--- src/rtl/apb_pkg.sv ---
// Shared types and width helpers for the APB register-file completer.
package apb_pkg;

  typedef enum logic [0:0] {
    IDLE   = 1'b0,
    ACCESS = 1'b1
  } apb_slv_state_e;

  // Word-index width; a single-word file still needs one bit of index.
  function automatic int unsigned idx_width(input int unsigned depth);
    return (depth < 2) ? 1 : $clog2(depth);
  endfunction

  // Wait-counter width wide enough to hold WAIT_CYCLES itself.
  function automatic int unsigned cnt_width(input int unsigned wait_cycles);
    return (wait_cycles < 1) ? 1 : $clog2(wait_cycles + 1);
  endfunction

endpackage

--- src/rtl/apb_slv_mem.sv ---
// Register file: one byte-enabled write port, one asynchronous read port,
// every word cleared on reset.
module apb_slv_mem
  import apb_pkg::*;
#(
  parameter int unsigned DATA_W = 32,
  parameter int unsigned DEPTH  = 16,
  localparam int unsigned IDX_W  = idx_width(DEPTH),
  localparam int unsigned STRB_W = DATA_W / 8
) (
  input  logic              clk,
  input  logic              rst_n,
  input  logic              we,
  input  logic [IDX_W-1:0]  waddr,
  input  logic [DATA_W-1:0] wdata,
  input  logic [STRB_W-1:0] wstrb,
  input  logic [IDX_W-1:0]  raddr,
  output logic [DATA_W-1:0] rdata
);

  logic [DATA_W-1:0] mem_q [DEPTH];
  logic [DATA_W-1:0] mem_d [DEPTH];

  // Merge enabled write bytes into the addressed word.
  always_comb begin
    mem_d = mem_q;
    if (we) begin
      for (int b = 0; b < STRB_W; b++) begin
        if (wstrb[b]) begin
          mem_d[waddr][8*b +: 8] = wdata[8*b +: 8];
        end
      end
    end
  end

  // Storage with asynchronous clear.
  always_ff @(posedge clk or negedge rst_n) begin
    if (!rst_n) begin
      mem_q <= '{default: '0};
    end else begin
      mem_q <= mem_d;
    end
  end

  assign rdata = mem_q[raddr];

endmodule

--- src/rtl/apb_slave_regfile.sv ---
// APB3 completer backed by a DEPTH-word register file with WAIT_CYCLES wait
// states per access. Misaligned and out-of-range accesses answer pslverr.
// Optional feature: define APB_SLV_PSTRB_EN to add the pstrb byte-strobe port;
// without it every write updates the full word.
module apb_slave_regfile
  import apb_pkg::*;
#(
  parameter int unsigned ADDR_W      = 32,
  parameter int unsigned DATA_W      = 32,
  parameter int unsigned DEPTH       = 16,
  parameter int unsigned WAIT_CYCLES = 1
) (
  input  logic              clk,
  input  logic              rst_n,
  input  logic              psel,
  input  logic              penable,
  input  logic [ADDR_W-1:0] paddr,
  input  logic              pwrite,
  input  logic [DATA_W-1:0] pwdata,
`ifdef APB_SLV_PSTRB_EN
  input  logic [DATA_W/8-1:0] pstrb,
`endif
  output logic              pready,
  output logic [DATA_W-1:0] prdata,
  output logic              pslverr
);

  localparam int unsigned IDX_W  = idx_width(DEPTH);
  localparam int unsigned STRB_W = DATA_W / 8;
  localparam int unsigned CNT_W  = cnt_width(WAIT_CYCLES);
  localparam logic [CNT_W-1:0] CntInit = CNT_W'(WAIT_CYCLES);

  apb_slv_state_e    state_q, state_d;
  logic [CNT_W-1:0]  cnt_q, cnt_d;
  logic [IDX_W-1:0]  idx_q, idx_d;
  logic              write_q, write_d;
  logic              err_q, err_d;
  logic [DATA_W-1:0] wdata_q, wdata_d;
  logic [STRB_W-1:0] strb_q, strb_d;
  logic [DATA_W-1:0] prdata_q, prdata_d;

  logic [ADDR_W-1:0] word_addr;
  logic              setup_err;
  logic [IDX_W-1:0]  setup_idx;
  logic [STRB_W-1:0] setup_strb;
  logic              mem_we;
  logic [DATA_W-1:0] mem_rdata;

  assign word_addr = paddr >> 2;
  assign setup_err = (paddr[1:0] != 2'b00) | (word_addr >= ADDR_W'(DEPTH));
  assign setup_idx = paddr[2 +: IDX_W];
`ifdef APB_SLV_PSTRB_EN
  assign setup_strb = pstrb;
`else
  assign setup_strb = {STRB_W{1'b1}};
`endif

  apb_slv_mem #(
    .DATA_W (DATA_W),
    .DEPTH  (DEPTH)
  ) u_mem (
    .clk   (clk),
    .rst_n (rst_n),
    .we    (mem_we),
    .waddr (idx_q),
    .wdata (wdata_q),
    .wstrb (strb_q),
    .raddr (setup_idx),
    .rdata (mem_rdata)
  );

  // Next state: latch the request at setup, count wait states, commit at completion.
  always_comb begin
    state_d  = state_q;
    cnt_d    = cnt_q;
    idx_d    = idx_q;
    write_d  = write_q;
    err_d    = err_q;
    wdata_d  = wdata_q;
    strb_d   = strb_q;
    prdata_d = prdata_q;
    mem_we   = 1'b0;
    unique case (state_q)
      IDLE: begin
        // psel with penable already high is a protocol violation and is ignored.
        if (psel && !penable) begin
          state_d  = ACCESS;
          cnt_d    = CntInit;
          idx_d    = setup_idx;
          write_d  = pwrite;
          err_d    = setup_err;
          wdata_d  = pwdata;
          strb_d   = setup_strb;
          prdata_d = (pwrite || setup_err) ? '0 : mem_rdata;
        end
      end
      ACCESS: begin
        if (!psel) begin
          state_d = IDLE;
        end else if (penable) begin
          if (cnt_q != '0) begin
            cnt_d = cnt_q - 1'b1;
          end else begin
            mem_we  = write_q & ~err_q;
            state_d = IDLE;
          end
        end
      end
      default: state_d = IDLE;
    endcase
  end

  // Control and response registers.
  always_ff @(posedge clk or negedge rst_n) begin
    if (!rst_n) begin
      state_q  <= IDLE;
      cnt_q    <= '0;
      idx_q    <= '0;
      write_q  <= 1'b0;
      err_q    <= 1'b0;
      wdata_q  <= '0;
      strb_q   <= '0;
      prdata_q <= '0;
    end else begin
      state_q  <= state_d;
      cnt_q    <= cnt_d;
      idx_q    <= idx_d;
      write_q  <= write_d;
      err_q    <= err_d;
      wdata_q  <= wdata_d;
      strb_q   <= strb_d;
      prdata_q <= prdata_d;
    end
  end

  // Response outputs, purely from registered state.
  always_comb begin
    pready  = (state_q == ACCESS) && (cnt_q == '0);
    pslverr = pready && err_q;
    prdata  = prdata_q;
  end

endmodule

--- config.mk ---
export PLATFORM = sky130hd
export DESIGN_NAME = apb_slave_regfile
export DESIGN_NICKNAME = d
export VERILOG_FILES = /design/src/rtl/apb_pkg.sv /design/src/rtl/apb_slv_mem.sv /design/src/rtl/apb_slave_regfile.sv
export SDC_FILE = /design/constraint.sdc
export NUM_CORES = 1
export LEC_CHECK = 0
export CORE_UTILIZATION = 55
export CTS_BUF_LIST = sky130_fd_sc_hd__clkbuf_4 sky130_fd_sc_hd__clkbuf_8
export DETAILED_ROUTE_END_ITERATION = 8
export HOLD_SLACK_MARGIN = 0.05
export PLACE_DENSITY = 0.73
export SLEW_MARGIN = 20
export SYNTH_ARGS = -nofsm -noshare
export SYNTH_HDL_FRONTEND = slang
export SYNTH_SLANG_ARGS = --single-unit
--- constraint.sdc ---
create_clock -name clk -period 2.37 [get_ports clk]
set_clock_uncertainty 0.2 [all_clocks]
set_input_delay 0.474 -clock clk [delete_from_list [all_inputs] [get_ports clk]]
set_output_delay 0.474 -clock clk [all_outputs]
set_load 0.02 [all_outputs]
==> metrics.yaml <==
outcome:
  status: "complete, no violations"
place:
  place_congestion: 0.8298
  placement.io_buffers: 102
  dp_hpwl_um: 42800
  dp_cells: 2669
  place_ws_ns: -0.4457
  place_area_mm2: 0.02933
min_path:
  hold_end: "idx_q[1]"
  min_from: "paddr[3]"
  hp-class: "input pin to flip-flop"
  worstHoldPathCells: 4
drt:
  vias: 17110
  drt_iter0_drc: 1062
  routed_wl_um: 68530
  drcViolationCount: 0
  post_drt_wl_per_cell_um: 24.15
  drtPass1Iterations: 5
  viasPerCell: 6.030
  drtAntennaViolNets: 0
clocking:
  root_buffer: "clkbuf_8"
  path_clk_slew_ns: 0.05
  cts_tree: "built"
  clock_sinks: 585
  ctsHtreeMaxLevel: 3
  clkLatencyLatePin_ns: 0.67
  clock_path_buffers: 3
  cts_buffers: 95
grt:
  grt_pass1_wl_um: 108800
  first_global_vias: 18470
  grt_antenna_before_repair: 0
  overflow: 0
  grt_max_degree: 89
  global_route.usage.total: 0.2874
logic_synthesis:
  synth_cells: 1991
  synth_seq_area_share: 0.5518
  ys_types: 37
  ys_seq_elements: 585
  synth_enable_flop_cells: 0
  ys_async_sr_fraction: 1.000
  syn_nets: 2060
  syn_area_per_cell_um2: 13.32
  syn_area_mm2: 0.02653
  yosys_warnings: 0
  ys.flop_type: "dfrtp_1"
setup_path:
  crit_family: "simple AND/OR/NAND/NOR gates"
  crit_required_ns: 1.70
  slowest_stage: "dfrtp_1"
  path_cells: "and2b_2 > and2_1 > buf_2"
  path_buf_inv: 1
  path_max_fanout: 4
  max_stage_delay_ns: 0.40
  crit_path_end_kind: "output pin"
  crit_arrival_ns: 1.62
  r2r_cells: 6
  worstSetupStartpointType: "flip-flop"
  worstSetupPathType: "flip-flop to output pin"
  rrSetupSlack_ns: 0.08
  reg2reg_to: "u_mem.mem_q[3]"
  cp.depth: 3
  r2r_start: "err_q"
timing:
  fmax_mhz: 435.8
  hold_viol: 0
  fin_crit_sh: 0.9681
  slew_viol_final: 0
  worstMarginPinSlew_ns: 0.7461
  fin_ws_ns: 0.07560
  grt_setup_unrepaired: "false"
  setup_violations: 0
  maxSlewHeadroom: 0.5026
  hold_slack_ns: 0.09111
  period_needed_ns: 2.294
floorplan:
  rows: 80
  start_util: 0.5568
  fp.dieArea_mm2: 0.04912
  coreArea_mm2: 0.04765
  dieWidth_um: 221.6
  die_h_um: 221.6
  io_pins: 103
final_layout:
  final_core_util: 0.6578
  diodes: 0
  synthToLayoutAreaGrowth_pct: 18.13
  drive_gt1_frac: 0.3635
  fin_area_mm2: 0.03134
  final_cells: 2838
  nNetsFinal: 2224
power:
  peakVddDrop_mv: 0.3735
  power.density_mw_per_mm2: 672.8
  p_leak_nw: 15.66
flow_run:
  maxCapViolations: 0
worst max path at each step:
stage,from,to
2_1_floorplan,cnt_q,u_mem.mem_q[297]
5_1_grt,err_q,u_mem.mem_q[460]
3_3_place_gp,penable,u_mem.mem_q[12]
3_5_place_dp,penable,u_mem.mem_q[14]
4_1_cts,cnt_q,pslverr
6_report,cnt_q,pslverr
cell type report:
class	instances	area, µm²
fillers	3532	16310
flip-flops and latches	585	14640
multi-input cells	1240	11300
repair buffers	232	2613
clock buffers	154	1901
well taps	615	769.5
clock inverters	11	116.4
inverters	1	3.754
per-stage QoR:
stage / setup TNS (ns) / power (mW)
global route: 0 / 21.83
detailed placement: -202.00 / 12.08
global placement: -195.11 / 12.03
finish: 0 / 21.09
floorplan: 0 / 11.13
CTS: 0 / 21.24
report_power, final:
part	internal, mW	leakage (nW)	total, mW	switching (mW)
registers	10.1	8.10	10.6	0.504
clock network	5.25	1.07	9.16	3.90
logic	0.531	6.49	1.33	0.795
total	15.9	15.7	21.1	5.20
worst reg2reg max path, stage by stage, from the launching register on:
cell and delay [ns]:
dfrtp_1 0.39, and4b_1 0.31, nand3_4 0.11, buf_12 0.19, nor3_4 0.33, buf_12 0.26
mux2_2 0.40
timing repair:
item                                    in CTS  in global routing
hold endpoints to repair                   569                  0
setup buffers                                0                  2
endpoints found under the setup margin      34                  4
resized for setup                           40                  2
hold buffers                                 2                  0
synthesized netlist by cell type, types with 12 or more instances:
cell | number | area, µm²
a211oi_1 | 12 | 90.09
a221oi_1 | 32 | 280.3
a22oi_1 | 62 | 465.5
and2_1 | 20 | 125.1
buf_2 | 61 | 305.3
buf_4 | 13 | 97.59
clkbuf_1 | 85 | 319.1
dfrtp_1 | 585 | 14640
mux2_1 | 34 | 382.9
mux2_2 | 478 | 5383
mux2i_1 | 256 | 2562
nand2_1 | 168 | 630.6
nor2_1 | 20 | 75.07
nor3_1 | 13 | 65.06
nor3_2 | 12 | 120.1
nor4_1 | 26 | 162.7
o21ai_0 | 14 | 70.07
o22ai_1 | 32 | 200.2
o2bb2ai_1 | 32 | 280.3
cells in the final DEF (no fill, tap or decap), types with 5 or more instances in the layout:
cell type and n:
a22oi_1 62, o22ai_1 32, buf_4 75, nor3_1 13
a221oi_1 31, mux2i_1 256, buf_12 52, clkbuf_4 35
nor3_4 12, nor4_1 26, and2_1 20, dlygate4sd2_1 32
nand2_1 168, o2bb2ai_1 32, dfrtp_1 585, o21ai_0 14
clkinv_2 5, clkdlybuf4s50_1 65, mux2_2 478, clkbuf_8 119
nor2_1 19, nand2b_1 5, a211oi_1 12, mux2_1 34
logic make-up (layout without fill, tap and decap cells):
| logic type | Yosys count | in the layout | share of synthesized area |
|---|---|---|---|
| compound gates | 188 | 188 | 0.05325 |
| buf+inv | 166 | 398 | 0.02820 |
| flops | 585 | 585 | 0.5518 |
| mux | 769 | 769 | 0.3148 |
| simple gates | 283 | 283 | 0.05197 |
flip-flops by register name (all words and copies together), names as in the netlist:
signal,count
write_q,1
wdata_q,32
strb_q,1
u_mem.mem_q,512
idx_q,4
err_q,1
state_q,1
prdata,32
cnt_q,1
layer usage:
layer	vias up	track usage	routed length, µm
li1	7552	-	-
met1	9063	0.3879	30280
met2	380	0.4782	33860
met3	119	0.04864	2721
met4	0	0.08535	1666
met5	-	0	0
Note: power is estimated with default switching activity, not from simulation.
